<file path="src/rtl/uart_pkg.sv">
// rtl/uart_pkg.sv - shared types and constants for the UART transmit path
package uart_pkg;

    localparam int UART_DATA_BITS  = 8;
    localparam int UART_STOP_BITS  = 1;
    localparam int UART_FRAME_BITS = 1 + UART_DATA_BITS + UART_STOP_BITS;

    localparam logic [UART_DATA_BITS-1:0] HDR_BASE_DEFAULT = 8'hA0;

    typedef enum logic [2:0] {
        ST_IDLE,
        ST_HDR,
        ST_HDR_WAIT,
        ST_DATA,
        ST_DATA_WAIT
    } arb_state_t;

    // Header byte wraps modulo 256 by construction of the 8-bit add.
    function automatic logic [7:0] hdr_byte(input logic [7:0] base, input logic [7:0] idx);
        return base + idx;
    endfunction

endpackage

</file>
<file path="src/rtl/uart_tx_arbiter_rr_picker.sv">
// rtl/uart_tx_arbiter_rr_picker.sv - combinational round-robin selector starting at ptr
module rr_picker #(
    parameter int NUM_REQ = 4,
    parameter int IW      = $clog2(NUM_REQ)
) (
    input  logic [NUM_REQ-1:0] req,
    input  logic [IW-1:0]      ptr,
    output logic [NUM_REQ-1:0] gnt,
    output logic [IW-1:0]      idx,
    output logic               any
);

    always_comb begin
        gnt = '0;
        idx = '0;
        any = 1'b0;
        for (int i = 0; i < NUM_REQ; i++) begin
            int j;
            j = int'(ptr) + i;
            if (j >= NUM_REQ) begin
                j = j - NUM_REQ;
            end
            if (!any && req[IW'(j)]) begin
                any          = 1'b1;
                gnt[IW'(j)]  = 1'b1;
                idx          = IW'(j);
            end
        end
    end

endmodule

</file>
<file path="src/rtl/uart_tx_arbiter.sv">
// rtl/uart_tx_arbiter.sv - packet-granular round-robin sharing of one UART byte transmitter
module uart_tx_arbiter
    import uart_pkg::*;
#(
    parameter int         NUM_REQ  = 4,
    parameter logic [7:0] HDR_BASE = HDR_BASE_DEFAULT,
    parameter int         MAX_LEN  = 16
) (
    input  logic                   clk,
    input  logic                   rst,
    input  logic [NUM_REQ-1:0]     req_valid,
    input  logic [8*NUM_REQ-1:0]   req_data,
    input  logic [NUM_REQ-1:0]     req_last,
    output logic [NUM_REQ-1:0]     req_ready,
    output logic                   tx_start,
    output logic [7:0]             tx_data,
    input  logic                   tx_done,
    output logic [NUM_REQ-1:0]     grant,
    output logic                   busy,
    output logic                   overflow
);

    localparam int            IW       = $clog2(NUM_REQ);
    localparam logic [7:0]    LEN_MAX  = 8'(MAX_LEN);
    localparam logic [IW-1:0] LAST_IDX = IW'(NUM_REQ - 1);

    arb_state_t           r_state;
    logic [NUM_REQ-1:0]   r_grant;
    logic [IW-1:0]        r_idx;
    logic [IW-1:0]        r_rr_ptr;
    logic [7:0]           r_len;
    logic                 r_last;
    logic [7:0]           r_tx_data;
    logic                 r_overflow;

    logic [NUM_REQ-1:0]   w_pick_gnt;
    logic [IW-1:0]        w_pick_idx;
    logic                 w_pick_any;
    logic                 w_src_valid;
    logic [7:0]           w_src_data;
    logic                 w_src_last;
    logic                 w_data_fire;
    logic                 w_len_max;
    logic [IW-1:0]        w_next_ptr;

    rr_picker #(
        .NUM_REQ (NUM_REQ),
        .IW      (IW)
    ) u_rr_picker (
        .req (req_valid),
        .ptr (r_rr_ptr),
        .gnt (w_pick_gnt),
        .idx (w_pick_idx),
        .any (w_pick_any)
    );

    // The one-hot grant drives the source mux so only the owner is ever observed.
    always_comb begin
        w_src_valid = 1'b0;
        w_src_data  = '0;
        w_src_last  = 1'b0;
        for (int i = 0; i < NUM_REQ; i++) begin
            if (r_grant[i]) begin
                w_src_valid = req_valid[i];
                w_src_data  = req_data[8*i +: 8];
                w_src_last  = req_last[i];
            end
        end
    end

    assign w_data_fire = (r_state == ST_DATA) && w_src_valid;
    assign w_len_max   = (r_len == LEN_MAX);
    assign w_next_ptr  = (r_idx == LAST_IDX) ? '0 : r_idx + 1'b1;

    // Data bytes hand-shake in the same cycle they are presented, so ready and
    // start are decoded from the registered state plus the owner's valid.
    assign req_ready = w_data_fire ? r_grant : '0;
    assign tx_start  = (r_state == ST_HDR) || w_data_fire;
    assign tx_data   = w_data_fire ? w_src_data : r_tx_data;
    assign grant     = r_grant;
    assign busy      = (r_state != ST_IDLE);
    assign overflow  = r_overflow;

    always_ff @(posedge clk or posedge rst) begin
        if (rst) begin
            r_state    <= ST_IDLE;
            r_grant    <= '0;
            r_idx      <= '0;
            r_rr_ptr   <= '0;
            r_len      <= '0;
            r_last     <= 1'b0;
            r_tx_data  <= '0;
            r_overflow <= 1'b0;
        end else begin
            case (r_state)
                ST_IDLE: begin
                    if (w_pick_any) begin
                        r_grant   <= w_pick_gnt;
                        r_idx     <= w_pick_idx;
                        r_tx_data <= hdr_byte(HDR_BASE, 8'(w_pick_idx));
                        r_state   <= ST_HDR;
                    end
                end
                ST_HDR: begin
                    r_state <= ST_HDR_WAIT;
                end
                ST_HDR_WAIT: begin
                    if (tx_done) begin
                        r_state <= ST_DATA;
                    end
                end
                ST_DATA: begin
                    if (w_src_valid) begin
                        r_tx_data <= w_src_data;
                        r_last    <= w_src_last;
                        r_len     <= r_len + 8'd1;
                        r_state   <= ST_DATA_WAIT;
                    end
                end
                ST_DATA_WAIT: begin
                    if (tx_done) begin
                        if (r_last || w_len_max) begin
                            if (!r_last) begin
                                r_overflow <= 1'b1;
                            end
                            r_grant  <= '0;
                            r_len    <= '0;
                            r_rr_ptr <= w_next_ptr;
                            r_state  <= ST_IDLE;
                        end else begin
                            r_state <= ST_DATA;
                        end
                    end
                end
                default: begin
                    r_state <= ST_IDLE;
                end
            endcase
        end
    end

endmodule

</file>
<file path="config.mk">
export PLATFORM = sky130hd
export DESIGN_NAME = uart_tx_arbiter
export DESIGN_NICKNAME = d
export VERILOG_FILES = /design/src/rtl/uart_pkg.sv /design/src/rtl/uart_tx_arbiter_rr_picker.sv /design/src/rtl/uart_tx_arbiter.sv
export SDC_FILE = /design/constraint.sdc
export NUM_CORES = 1
export LEC_CHECK = 0
export BUFFER_PORTS_ARGS = -buffer_cell sky130_fd_sc_hd__clkbuf_2
export CORE_AREA = 4 4 79 81
export CTS_CLUSTER_DIAMETER = 40
export CTS_CLUSTER_SIZE = 16
export DETAILED_ROUTE_END_ITERATION = 7
export DIE_AREA = 0 0 83 85
export HOLD_SLACK_MARGIN = 0.03
export PLACE_DENSITY = 0.67
export SETUP_SLACK_MARGIN = 0.1
export SYNTH_ARGS = -nofsm -noshare
export SYNTH_HDL_FRONTEND = slang
export SYNTH_SLANG_ARGS = --single-unit
</file>
<file path="constraint.sdc">
create_clock -name clk -period 4.8 [get_ports clk]
set_clock_uncertainty 0.2 [all_clocks]
set_input_delay 0.72 -clock clk [delete_from_list [all_inputs] [get_ports clk]]
set_output_delay 0.72 -clock clk [all_outputs]
set_load 0.01 [all_outputs]
</file>
Word level (Yosys, flattened, before mapping)
Index checks and enable logic that the tools add are counted.

Add/sub/neg operators: 10. $lt $le $gt $ge: 12. Equal/unequal tests: 11. Multiplexer cells: 68. Bitwise logic cells: 4. Reduce and logical (&&, ||, !) cells: 26.

Operator list (count): 8-bit 2-to-1 mux (10); 4-bit 2-to-1 mux (8); 8-bit one-hot mux with 2 select lines (2); 1-bit 2-to-1 mux (24); 2-bit 2-to-1 mux (10); 2-bit by 4-bit < comparator with 1-bit output, second input constant (4); 4-bit AND reduction (4); 3-bit one-hot mux with 5 select lines (1); 3-bit 2-to-1 mux (4); 4-bit bitwise OR (3); 3-bit >= comparator, second input constant (3); 8-bit by 1-bit adder with 8-bit output, second input constant (1); 8-bit by 2-bit adder with 8-bit output, first input constant (1); 1-bit binary-select mux with 2-bit select (4); 1-bit demux with 2-bit select (4); 8-bit by 5-bit equality test with 1-bit output, second input constant (1); 2-bit by 1-bit >= comparator with 1-bit output, second input constant (4); 1-bit logical AND (8); 2-bit != test, second input constant (4); 4-bit one-hot mux with 2 select lines (1); 2-bit by 1-bit subtractor with 2-bit output, second input constant (4); 2-bit by 2-bit adder with 3-bit output, second input constant (2); 3-bit by 2-bit equality test with 1-bit output, second input constant (2); 3-bit AND reduction (2); 14 further kinds (20).

Register bits: 29. Input port bits: 43. Output and inout bits: 19. Logic and storage cells: 139.

Longest topological paths before layout
Depth in word-level cells: 18. Depth in mapped cells: 9. Gate-level depth less buffers: 7.

Hierarchy
A second synthesis with hierarchy kept.

Cells, all modules: 258. Area, all modules: 2250.9 µm².

By module, submodules not included: uart_tx_arbiter (times used 1, cells each 195, area each 1750.4 µm², seq. area each 725.7 µm²); rr_picker (times used 1, cells each 63, area each 500.5 µm², seq. area each 0.0 µm²).

Least setup slack after synthesis
OpenSTA, ideal clock, no wires.

Path kind: input to output. Start: in req_valid[1]. End: out tx_data[0]. Arrival time: 1.865 ns. Data required time: 3.880 ns. Setup slack: 2.015 ns. Stages on the path: 7. Buffers on the path: 2. Path through: buf_2 > a211oi_1 > o21ai_0 > a21oi_2 > buf_4 > nor3_1 > a21o_1.

Cells in the longest elaborated chain, start to end: 5.

Ends and longest elaborated chain: start: declaration (line uart_tx_arbiter.sv:11) `input logic [NUM_REQ-1:0] req_valid,`; 1-bit 2-to-1 mux (3 in a row) (line uart_tx_arbiter.sv:63) `if (r_grant[i]) begin`; 1-bit logical AND (line uart_tx_arbiter.sv:71) `assign w_data_fire = (r_state == ST_DATA) && w_src_valid;`; 8-bit 2-to-1 mux (line uart_tx_arbiter.sv:79) `assign tx_data = w_data_fire ? w_src_data : r_tx_data;`; end: declaration (line uart_tx_arbiter.sv:16) `output logic [7:0] tx_data,`.

Every way passes these cells.

Worst setup path in the final report
Start: reg r_state[2]. End: out tx_data[1].

Cells in the longest elaborated chain, start to end: 3.

Ends and longest elaborated chain: start: declaration (line uart_tx_arbiter.sv:27) `arb_state_t r_state;`; start signal: assignment (line uart_tx_arbiter.sv:86) `r_state <= ST_IDLE;`; start signal: assignment (line uart_tx_arbiter.sv:101) `r_state <= ST_HDR;`; start signal: assignment (line uart_tx_arbiter.sv:105) `r_state <= ST_HDR_WAIT;`; 3-bit by 2-bit equality test with 1-bit output (line uart_tx_arbiter.sv:71); 1-bit logical AND (line uart_tx_arbiter.sv:71); 8-bit 2-to-1 mux (line uart_tx_arbiter.sv:79).

Every way passes these cells.

==> results.py <==
metrics = {
    "pwr": {
        "power.internal_mw": 0.917,
        "netsw_mw": 0.798,
        "seqPwrFrac_pct": 27.8,
        "power_density_nw_per_um2": 612,
        "power.share.clock_pct": 15.4,
        "leakage_nw": 1.26,
        "power.combinational.fraction_pct": 56.7,
        "totalPowerFinal_mw": 1.72,
        "maximum_ir_drop_on_the_vdd_rail_mv": 0.207,
        "power_switching_share_pct": 46.5,
    },
    "final_layout": {
        "layout.area.seq_um2": 726,
        "multi_input_area_um2": 1530,
        "post_route_cells_drive_above_1_share_pct": 25.7,
        "postLayoutCoreUtil_pct": 51.2,
        "layout.filler_cells": 527,
        "design.final.nets": 380,
        "num_antenna_cells": 0,
        "area_growth_pct": 16.7,
        "instances_no_fill": 399,
    },
    "drt": {
        "drt_pass1_iterations": 5,
        "avgRoutedWirePerCell_um": 15.1,
        "vias": 2282,
        "antenna_left": 0,
        "dr.first_iter.drc_count": 197,
        "wirelength_routed_um": 6010,
        "drt_drc_violations_left": 0,
        "post_drt_via_cell_ratio": 5.72,
    },
    "cts": {
        "post-cts-setup-buffers": 0,
        "post_cts_resized": 0,
        "clockRootBuffer": "sky130_fd_sc_hd__clkbuf_8",
        "cts_inserted_buffers": 5,
        "tritoncts": "built",
        "clk-insertion-delay-late_ns": 0.29,
        "cts_hold_buf": 0,
        "cts_num_sinks": 29,
        "cts_max_path_buffers": 2,
        "worst_setup_hold_path_clk_slew_ns": 0.06,
        "htree_levels": 2,
    },
    "placement": {
        "place.port_buffers": 61,
        "hpwlAfterDp_um": 4530,
        "gpl.final_weighted_congestion": 0.925,
        "placedCellCount": 391,
    },
    "timing": {
        "layout_worst_path_cycle_share_pct": 75.9,
        "finalHoldWorstSlack_ns": 0.283,
        "setup_viol": 0,
        "timing.fmax_mhz": 274,
        "timing.setup.tns_ns": 0,
        "drv_slew": 0,
        "hold_viol": 0,
        "worst-slew-pin-transition_ns": 1.11,
        "max-slew-margin-rel_pct": 26.2,
        "setup_repair_after_global_routing_missed_its_margin": "false",
        "fin_crit_ns": 3.65,
    },
    "worst_setup_path": {
        "crit_required_ns": 3.88,
        "arrival_ns": 2.73,
        "r2r_end": "grant[3]",
        "critical_path.startpoint_type": "flip-flop",
        "critPathMaxFanout": 14,
        "rr_startpoint": "r_rr_ptr[0]",
        "worstRegToRegCells": 7,
        "critPathCaptureType": "output port",
        "crit_path_cells": "nand2b_1 > nor2_1 > a21oi_2 > nor3_4 > mux2_2 > clkbuf_2",
        "timing.critical_path.slowest_stage_cell": "sky130_fd_sc_hd__nor2_1",
        "critical-path-max-stage-delay_ns": 0.69,
        "worst-setup-path-type": "reg2out",
        "reg2reg_setup_slack_ns": 1.61,
    },
    "synthesis": {
        "synth-edff-count": 0,
        "post-synth-top-area-cell": "sky130_fd_sc_hd__dfrtp_1",
        "synth.lib_cells_used.distinct": 62,
        "netlist_top_cells_area": "sky130_fd_sc_hd__dfrtp_1, sky130_fd_sc_hd__ha_1, sky130_fd_sc_hd__mux2i_1",
        "synthTopCellsByCount": "sky130_fd_sc_hd__dfrtp_1, sky130_fd_sc_hd__nand2_1, sky130_fd_sc_hd__a21oi_1",
        "synth.top_cell.area_share_pct": 30.2,
        "syn_area_per_cell_um2": 8.64,
        "postSynthCellCount": 278,
        "post-synth-top-count-cell": "sky130_fd_sc_hd__dfrtp_1",
        "ys_warn_count": 0,
        "fraction_of_registers_with_async_set_reset_pct": 100,
        "yosys_register_bits": 29,
        "synth_top_flop_cell": "sky130_fd_sc_hd__dfrtp_1",
        "syn-cell-area_um2": 2400,
        "syn-num-nets": 332,
        "synth_seq_area_share_pct": 30.2,
    },
    "floorplanning": {
        "die_footprint_um2": 7060,
        "core_um2": 5470,
        "die_w_um": 83,
        "top_level_ports": 62,
        "site_rows": 27,
        "initial_core_util_pct": 43.9,
        "fp.dieH_um": 85,
    },
    "global_routing": {
        "largest_net_degree_at_the_start_of_global_routing": 30,
        "number_of_antenna_violations_at_the_first_check_in_global_routing": 0,
        "global_route.overflow_total": 0,
        "grt_pass1_wl_um": 10400,
        "grt_pass1_vias": 2101,
        "grtUsageTotal_pct": 17.7,
    },
    "worst_hold_path": {
        "hold_path.startpoint": "overflow",
        "timing.hold.worst_endpoint": "overflow",
        "worst_hold_path_type": "reg2reg",
        "number_of_instances_on_the_worst_hold_path": 1,
    },
    "flow_run": {
        "drv.max_cap_violation_count": 0,
    },
    "run_status": {
        "outcome": "finished, final reports clean",
    },
}
[stage by stage]
stage | cell area [um2] | worst slack, ns
after detailed placement | 2690 | 1.48
after floorplan | 2400 | 2.01
after global placement | 2690 | 1.52
after global routing | 2800 | 1.00
after CTS | 2800 | 1.21
final | 2800 | 1.15
[placed cells by master, fill, tap and decap left out, types with 4 or more instances in the layout]
master                      instances
sky130_fd_sc_hd__nor3_1            14
sky130_fd_sc_hd__ha_1              11
sky130_fd_sc_hd__a221oi_1          10
sky130_fd_sc_hd__o2bb2ai_1          4
sky130_fd_sc_hd__clkbuf_2          61
sky130_fd_sc_hd__nand3_1           11
sky130_fd_sc_hd__a21o_1             4
sky130_fd_sc_hd__nand2_1           23
sky130_fd_sc_hd__o21a_1             5
sky130_fd_sc_hd__mux2i_1           12
sky130_fd_sc_hd__dfrtp_1           29
sky130_fd_sc_hd__clkbuf_8           6
sky130_fd_sc_hd__nor2_1            10
sky130_fd_sc_hd__inv_1              8
sky130_fd_sc_hd__nand2b_1           7
sky130_fd_sc_hd__nor2b_1           12
sky130_fd_sc_hd__nor4_1             4
sky130_fd_sc_hd__mux2_2             4
sky130_fd_sc_hd__and3_1             7
sky130_fd_sc_hd__o21ai_0           13
sky130_fd_sc_hd__a21oi_1           17
[kinds of logic (layout without fill, tap and decap cells)]
logic type,after synthesis,count (layout),synth area share [%]
mux,17,17,7.82
simple gates,109,109,25.4
buf+inv,29,78,6.04
xor+xnor,1,1,0.365
flops,29,29,30.2
fa+ha+maj,11,11,5.73
compound gates,82,82,24.4
[layout make-up]
type | instances | area share [%]
multi-input combinational | 220 | 54.6
clock buffer | 7 | 3.08
tap | 72 | 3.22
inverter | 9 | 1.21
timing repair buffer | 61 | 10.9
sequential | 29 | 25.9
clock inverter | 1 | 1.07
[how the worst max path moves through the flow]
stage                  from    endpoint  slack, ns  depth (start not counted)
5_1_grt          r_state[2]  tx_data[1]       1.00                          6
4_1_cts          r_state[2]  tx_data[1]       1.21                          6
3_3_place_gp   req_valid[1]  tx_data[1]       1.52                          7
2_1_floorplan  req_valid[1]  tx_data[0]       2.01                          7
6_report         r_state[2]  tx_data[1]       1.15                          6
3_5_place_dp   req_valid[1]  tx_data[1]       1.48                          7
[power by group through the flow]
| stage | combinational (mW) | clock (mW) | sequential (mW) |
|---|---|---|---|
| floorplan | 0.800 | 0 | 0.416 |
| global placement | 0.960 | 0 | 0.475 |
| detailed placement | 0.970 | 0 | 0.479 |
| CTS | 0.979 | 0.268 | 0.475 |
| global route | 1.09 | 0.280 | 0.495 |
| finish | 0.974 | 0.265 | 0.477 |
[metal layers]
metal	part of all wire [%]	GRT usage (%)	vias to the layer above
met4	1.2	4.90	0
met5	0	0	-
met1	49	25.3	1064
met2	42	26.2	76
li1	-	-	1137
met3	7.3	4.76	5
[registers in the layout, indices dropped and copies added, names as in the netlist]
name       cells
r_len          8
r_tx_data      8
grant          4
r_state        3
r_idx          2
r_rr_ptr       2
overflow       1
r_last         1
[critical path: cells and delay by family, from the launching register on]
kind	cells	cell delay [ns]
simple gates	3	1.29
compound gates	1	0.20
mux	1	0.39
buf+inv	1	0.13
flops	1	0.43
Note: power is estimated with default switching activity, not from simulation.
